--- config.mk ---
export PLATFORM = sky130hd
export DESIGN_NAME = load_store_unit
export DESIGN_NICKNAME = d
export VERILOG_FILES = /design/src/rtl/lsu_pkg.sv /design/src/rtl/lsu_align.sv /design/src/rtl/load_store_unit.sv
export SDC_FILE = /design/constraint.sdc
export NUM_CORES = 1
export LEC_CHECK = 0
export BUFFER_PORTS_ARGS = -buffer_cell sky130_fd_sc_hd__buf_2
export CELL_PAD_IN_SITES_DETAIL_PLACEMENT = 2
export CELL_PAD_IN_SITES_GLOBAL_PLACEMENT = 2
export CORE_MARGIN = 5
export CORE_UTILIZATION = 28
export DETAILED_ROUTE_END_ITERATION = 8
export PLACE_DENSITY = 0.87
export SETUP_SLACK_MARGIN = 0.05
export SYNTH_ARGS = -nofsm -noshare
export SYNTH_HDL_FRONTEND = slang
export SYNTH_SLANG_ARGS = --single-unit
--- constraint.sdc ---
create_clock -name clk -period 2.5 [get_ports clk]
set_input_delay 0 -clock clk [delete_from_list [all_inputs] [get_ports clk]]
set_output_delay 0 -clock clk [all_outputs]
set_load 0.01 [all_outputs]
--- src/rtl/lsu_pkg.sv ---
// Shared definitions for the load/store unit: funct3 codes, FSM states,
// timeout counter width and request-legality helpers.
package lsu_pkg;

    localparam int CNT_W = 8;

    localparam logic [2:0] F3_LB  = 3'b000;
    localparam logic [2:0] F3_LH  = 3'b001;
    localparam logic [2:0] F3_LW  = 3'b010;
    localparam logic [2:0] F3_LBU = 3'b100;
    localparam logic [2:0] F3_LHU = 3'b101;
    localparam logic [2:0] F3_SB  = 3'b000;
    localparam logic [2:0] F3_SH  = 3'b001;
    localparam logic [2:0] F3_SW  = 3'b010;

    typedef enum logic [1:0] {
        ST_IDLE = 2'd0,
        ST_BUS  = 2'd1,
        ST_RESP = 2'd2
    } lsu_state_e;

    function automatic logic f3_illegal(input logic store, input logic [2:0] f3);
        if (store) return (f3 > F3_SW);
        return (f3 == 3'b011) || (f3 == 3'b110) || (f3 == 3'b111);
    endfunction

    // funct3[1:0] encodes access size for both loads and stores
    function automatic logic misaligned(input logic [2:0] f3, input logic [1:0] a);
        case (f3[1:0])
            2'b01:   return a[0];
            2'b10:   return (a != 2'b00);
            default: return 1'b0;
        endcase
    endfunction

endpackage

--- src/rtl/lsu_align.sv ---
// Combinational lane logic: store byte enables and data replication, load lane
// selection with sign/zero extension. Sub-word offsets ignore misaligned low bits.
module lsu_align
    import lsu_pkg::*;
(
    input  logic [2:0]  i_funct3,
    input  logic [1:0]  i_addr_lo,
    input  logic [31:0] i_wdata,
    input  logic [31:0] i_rdata,
    output logic [3:0]  o_be,
    output logic [31:0] o_wdata,
    output logic [31:0] o_rdata
);

    logic [7:0]  w_byte;
    logic [15:0] w_half;

    always_comb begin
        o_be    = 4'b1111;
        o_wdata = i_wdata;
        case (i_funct3[1:0])
            2'b00: begin
                o_be    = 4'b0001 << i_addr_lo;
                o_wdata = {4{i_wdata[7:0]}};
            end
            2'b01: begin
                o_be    = 4'b0011 << {i_addr_lo[1], 1'b0};
                o_wdata = {2{i_wdata[15:0]}};
            end
            default: ;
        endcase
    end

    always_comb begin
        case (i_addr_lo)
            2'd0:    w_byte = i_rdata[7:0];
            2'd1:    w_byte = i_rdata[15:8];
            2'd2:    w_byte = i_rdata[23:16];
            default: w_byte = i_rdata[31:24];
        endcase
        w_half = i_addr_lo[1] ? i_rdata[31:16] : i_rdata[15:0];
    end

    always_comb begin
        case (i_funct3)
            F3_LB:   o_rdata = {{24{w_byte[7]}}, w_byte};
            F3_LH:   o_rdata = {{16{w_half[15]}}, w_half};
            F3_LW:   o_rdata = i_rdata;
            F3_LBU:  o_rdata = {24'd0, w_byte};
            F3_LHU:  o_rdata = {16'd0, w_half};
            default: o_rdata = 32'd0;
        endcase
    end

endmodule

--- src/rtl/load_store_unit.sv ---
// rv32i memory-access stage: one load/store per transaction over a req/ack bus.
// Define LSU_MISALIGN_TRAP_EN to turn misaligned halves/words into error responses.
module load_store_unit
    import lsu_pkg::*;
#(
    parameter int TIMEOUT = 16
) (
    input  logic        clk,
    input  logic        rst,
    input  logic        req_valid,
    output logic        req_ready,
    input  logic        req_store,
    input  logic [2:0]  req_funct3,
    input  logic [31:0] req_addr,
    input  logic [31:0] req_wdata,
    input  logic [4:0]  req_rd,
    output logic        rsp_valid,
    output logic        rsp_we,
    output logic [4:0]  rsp_rd,
    output logic [31:0] rsp_rdata,
    output logic        rsp_err,
    output logic        stall,
    output logic        mem_req,
    output logic        mem_we,
    output logic [31:0] mem_addr,
    output logic [3:0]  mem_be,
    output logic [31:0] mem_wdata,
    input  logic        mem_ack,
    input  logic [31:0] mem_rdata
);

    lsu_state_e       r_state, w_next;
    logic             r_store, r_err;
    logic [2:0]       r_funct3;
    logic [1:0]       r_addr_lo;
    logic [4:0]       r_rd;
    logic [31:0]      r_rdata;
    logic [CNT_W-1:0] r_cnt;
    logic             r_mem_req, r_mem_we;
    logic [31:0]      r_mem_addr, r_mem_wdata;
    logic [3:0]       r_mem_be;

    logic             w_bad, w_tmo;
    logic [2:0]       w_al_f3;
    logic [1:0]       w_al_lo;
    logic [3:0]       w_be;
    logic [31:0]      w_wdata_rep, w_ext;

`ifdef LSU_MISALIGN_TRAP_EN
    assign w_bad = f3_illegal(req_store, req_funct3) | misaligned(req_funct3, req_addr[1:0]);
`else
    assign w_bad = f3_illegal(req_store, req_funct3);
`endif

    assign w_tmo = (r_cnt == CNT_W'(TIMEOUT - 1));

    // One aligner serves the incoming request in IDLE and the captured op afterwards
    assign w_al_f3 = (r_state == ST_IDLE) ? req_funct3    : r_funct3;
    assign w_al_lo = (r_state == ST_IDLE) ? req_addr[1:0] : r_addr_lo;

    lsu_align u_align (
        .i_funct3  (w_al_f3),
        .i_addr_lo (w_al_lo),
        .i_wdata   (req_wdata),
        .i_rdata   (mem_rdata),
        .o_be      (w_be),
        .o_wdata   (w_wdata_rep),
        .o_rdata   (w_ext)
    );

    always_ff @(posedge clk) begin
        if (rst) r_state <= ST_IDLE;
        else     r_state <= w_next;
    end

    always_comb begin
        w_next = r_state;
        case (r_state)
            ST_IDLE: if (req_valid) w_next = w_bad ? ST_RESP : ST_BUS;
            ST_BUS:  if (mem_ack || w_tmo) w_next = ST_RESP;
            default: w_next = ST_IDLE;
        endcase
    end

    always_ff @(posedge clk) begin
        if (rst) begin
            r_store     <= 1'b0;
            r_err       <= 1'b0;
            r_funct3    <= 3'd0;
            r_addr_lo   <= 2'd0;
            r_rd        <= 5'd0;
            r_rdata     <= 32'd0;
            r_cnt       <= '0;
            r_mem_req   <= 1'b0;
            r_mem_we    <= 1'b0;
            r_mem_addr  <= 32'd0;
            r_mem_be    <= 4'd0;
            r_mem_wdata <= 32'd0;
        end else begin
            case (r_state)
                ST_IDLE: if (req_valid) begin
                    r_store   <= req_store;
                    r_funct3  <= req_funct3;
                    r_addr_lo <= req_addr[1:0];
                    r_rd      <= req_rd;
                    r_err     <= w_bad;
                    r_rdata   <= 32'd0;
                    r_cnt     <= '0;
                    if (!w_bad) begin
                        r_mem_req   <= 1'b1;
                        r_mem_we    <= req_store;
                        r_mem_addr  <= {req_addr[31:2], 2'b00};
                        r_mem_be    <= w_be;
                        r_mem_wdata <= req_store ? w_wdata_rep : 32'd0;
                    end
                end
                ST_BUS: begin
                    if (mem_ack || w_tmo) begin
                        r_mem_req   <= 1'b0;
                        r_mem_we    <= 1'b0;
                        r_mem_addr  <= 32'd0;
                        r_mem_be    <= 4'd0;
                        r_mem_wdata <= 32'd0;
                    end
                    if (mem_ack)    r_rdata <= r_store ? 32'd0 : w_ext;
                    else if (w_tmo) r_err   <= 1'b1;
                    else            r_cnt   <= r_cnt + 1'b1;
                end
                default: ;
            endcase
        end
    end

    assign req_ready = (r_state == ST_IDLE);
    assign stall     = !req_ready;
    assign rsp_valid = (r_state == ST_RESP);
    assign rsp_we    = rsp_valid && !r_store && !r_err;
    assign rsp_err   = rsp_valid && r_err;
    assign rsp_rd    = r_rd;
    assign rsp_rdata = rsp_valid ? r_rdata : 32'd0;
    assign mem_req   = r_mem_req;
    assign mem_we    = r_mem_we;
    assign mem_addr  = r_mem_addr;
    assign mem_be    = r_mem_be;
    assign mem_wdata = r_mem_wdata;

endmodule

==> impl_metrics.ini <==
[clocking]
cts_made_buffers = 17
cts_tree = yes
cts_buffer_depth = 2
htreeDepth = 4
clkTransAtPathRegs_ns = 0.06
clock_sinks = 122
root_buffer = clkbuf_16
clkLatencyLatePin_ns = 0.43

[route]
dr_wl_met3_um = 1920
wl_met2_um = 14000
wl_per_cell_um = 22.8
drt-pass1-iter-count = 5
drc = 0
wl_met1_um = 11400
drt_iter0_markers = 276
highest_layer = met5
drt_wl_total_um = 28000
ant_nets = 0
via_per_inst = 5.32
vias = 6538

[timing]
worst_pin_slew_ns = 0.734
period_needed_ns = 2.33
slew_headroom_pct = 51.1
rsz0062_at_grt = false
setup_viol = 0
finalHoldViolCount = 0
fmax_mhz = 428
period_share_pct = 93.4
finalMaxSlewViolations = 0
worst_clock_skew_ns = 0.0187
fin_tns_setup_ns = 0
fin_hold_ws_ns = 0.0297

[yosys]
synth_ff_type = dfxtp_1
yosys.area.top_type = dfxtp_1
avgSynthCellArea_sq_um = 8.55
yosysTopAreaCellShare_pct = 42.2
synth_cells = 677
async_flop_share_pct = 0
yosys-top-cells-area = dfxtp_1, a22oi_1, a21oi_1
synth_cell_type_count = 56
yosysWarnings = 0
ys_ff_latch = 122
yosysSeqAreaShare_pct = 42.2
syn-cell-area_sq_mm = 0.00579
synth_edf_count = 0

[cells_and_area]
seqCellArea_sq_mm = 0.00244
multi_input_area_sq_mm = 0.00310
nets = 1054
syn_to_final_growth_pct = 47.0
layout-drive-gt1-share_pct = 33.5
n_fill_cell = 2275

[floorplan]
fp.dieArea_sq_mm = 0.0237
core_region_area_sq_mm = 0.0203
rows = 52
fp.dieW_um = 154
initial_core_util_pct = 28.5
die_y_um = 154
ios = 221

[global_routing]
grt_pass1_vias = 7307
grt_pass1_wl_um = 43400
grt_usage_pct = 23.2
antenna_found_initial = 3
grt_max_degree = 56
grt-ovfl-total = 0

[setup_path]
startpoint_type = flip-flop
worstPathArrival_ns = 2.64
cp_cell_sequence = buf_4 -> or4_4 -> o31a_4 -> or2_1 -> o22ai_4 -> o21ai_2 -> buf_12 -> a221oi_1
worstSetupPathType = reg -> reg
worstPathMaxFanout = 16
worst_setup_path_end_kind = flip-flop
worst_r2r_path_depth = 8
crit_slowest_cell = or4_4
cp_data_required_time_ns = 2.81
max_stage_delay_ns = 0.52

[pwr]
ir_drop_uv = 431
power.leakage_nw = 3.63
power_density_mw_per_mm2 = 708

[worst_hold_path]
worstHoldPathType = in -> reg
hold-path-cell-count = 3

[run]
drv_cap = 0

[placed_design]
gp_congestion = 0.792
dp_hpwl_um = 18300
io_buffer_count = 218

[status]
status = finished, final reports clean
==> cells in the mapped netlist (all sizes together) (2+ instances only) <==
| cell | instances |
|---|---|
| mux2 | 5 |
| clkbuf | 37 |
| a22oi | 46 |
| nand2b | 3 |
| nor3 | 26 |
| xnor2 | 5 |
| o22ai | 10 |
| buf | 23 |
| a21o | 6 |
| or4 | 3 |
| or2 | 4 |
| nand3b | 4 |
| mux2i | 24 |
| and2 | 36 |
| nor2b | 2 |
| o211ai | 2 |
| nand3 | 11 |
| and3 | 3 |
| a221oi | 32 |
| nor2 | 77 |
| o221ai | 3 |
| a21oi | 64 |
| nor3b | 4 |
| inv | 4 |
| a31oi | 5 |
| nand2 | 73 |
| o21ai | 19 |
| xor2 | 2 |
| a222oi | 10 |
| dfxtp | 122 |
==> layout make-up <==
class / count / share of cell area, %
antenna: 2 / 0.0588
clock buffer: 17 / 5.00
clock inverter: 15 / 2.50
inverter: 4 / 0.206
multi-input combinational: 492 / 36.5
sequential: 122 / 28.7
tap: 270 / 3.97
timing repair buffer: 307 / 23.1
==> sequential cells by signal, summed over array words and instances, names as in the netlist <==
name	flops
r_addr_lo	2
r_rdata	32
r_cnt	8
mem_we	1
mem_wdata	32
r_funct3	3
r_store	1
rsp_rd	5
mem_be	4
mem_req	1
r_err	1
r_state	2
mem_addr	30
==> final timing paths <==
path	from	to	slack [ns]
setup / recovery	r_state[0]	r_rdata[24]	0.17
setup reg to reg	r_state[0]	r_rdata[24]	0.17
hold / removal	mem_rdata[1]	r_rdata[1]	0.03
hold reg to reg	mem_wdata[6]	mem_wdata[6]	0.45
==> critical path: cells and delay by family (launching register included) <==
kind,cells,cell delay (ns)
compound gates,4,0.75
simple gates,2,0.80
flops,1,0.31
buf+inv,2,0.35
==> layer usage <==
layer  global-route usage [%]  up-vias
met4                     6.77        2
met2                     40.8      258
met1                     27.1     3223
met5                        0        -
li1                         -     3005
met3                     7.22       50
==> repair_timing <==
item,in CTS,in global routing
buffers inserted,0,3
endpoints found under the setup margin,0,46
resized for setup,0,8
hold buffers,57,0
hold endpoints to repair,57,0
==> layout by cell type (no fill, tap or decap), types with 26 or more instances in the layout <==
| cell type | synthesis | final |
|---|---|---|
| nor2_1 | 77 | 76 |
| buf_4 | 4 | 28 |
| dfxtp_1 | 122 | 122 |
| dlygate4sd3_1 | 0 | 57 |
| buf_2 | 16 | 217 |
| nor3_1 | 26 | 26 |
| a22oi_1 | 46 | 46 |
| nand2_1 | 73 | 71 |
| a21oi_1 | 63 | 62 |
| and2_1 | 36 | 36 |
==> power breakdown <==
| group | switching, mW | internal, mW | total, mW |
|---|---|---|---|
| clock network | 1.03 | 1.69 | 2.72 |
| registers | 0.0625 | 2.03 | 2.09 |
| logic | 0.726 | 0.480 | 1.21 |
==> stage by stage <==
step / util (%) / setup WS, ns / cell area, sq um / power (mW) / cells
after floorplan: - / 0.271 / 5790 / 2.75 / 678
after global placement: 35.6 / 0.267 / 7230 / 3.16 / 1135
after detailed placement: 35.6 / 0.130 / 7230 / 3.19 / 1135
after CTS: 41.6 / 0.0829 / 8440 / 6.00 / 1224
after global routing: 41.9 / 0.0342 / 8510 / 6.29 / 1229
final: 41.9 / 0.166 / 8510 / 6.02 / 1229
==> kinds of logic after synthesis <==
logic type               count (synthesis)  synth area share [%]
buffers and inverters                   64                  5.21
flip-flops                             122                  42.2
AO/OA/AOI/OAI                          202                  25.5
AND/OR/NAND/NOR                        251                  20.3
XOR/XNOR                                 7                  1.06
multiplexers                            29                  5.53
other                                    1                0.0648
adder cells (fa/ha/maj)                  1                 0.216
Power figures use the tool's default switching activity.
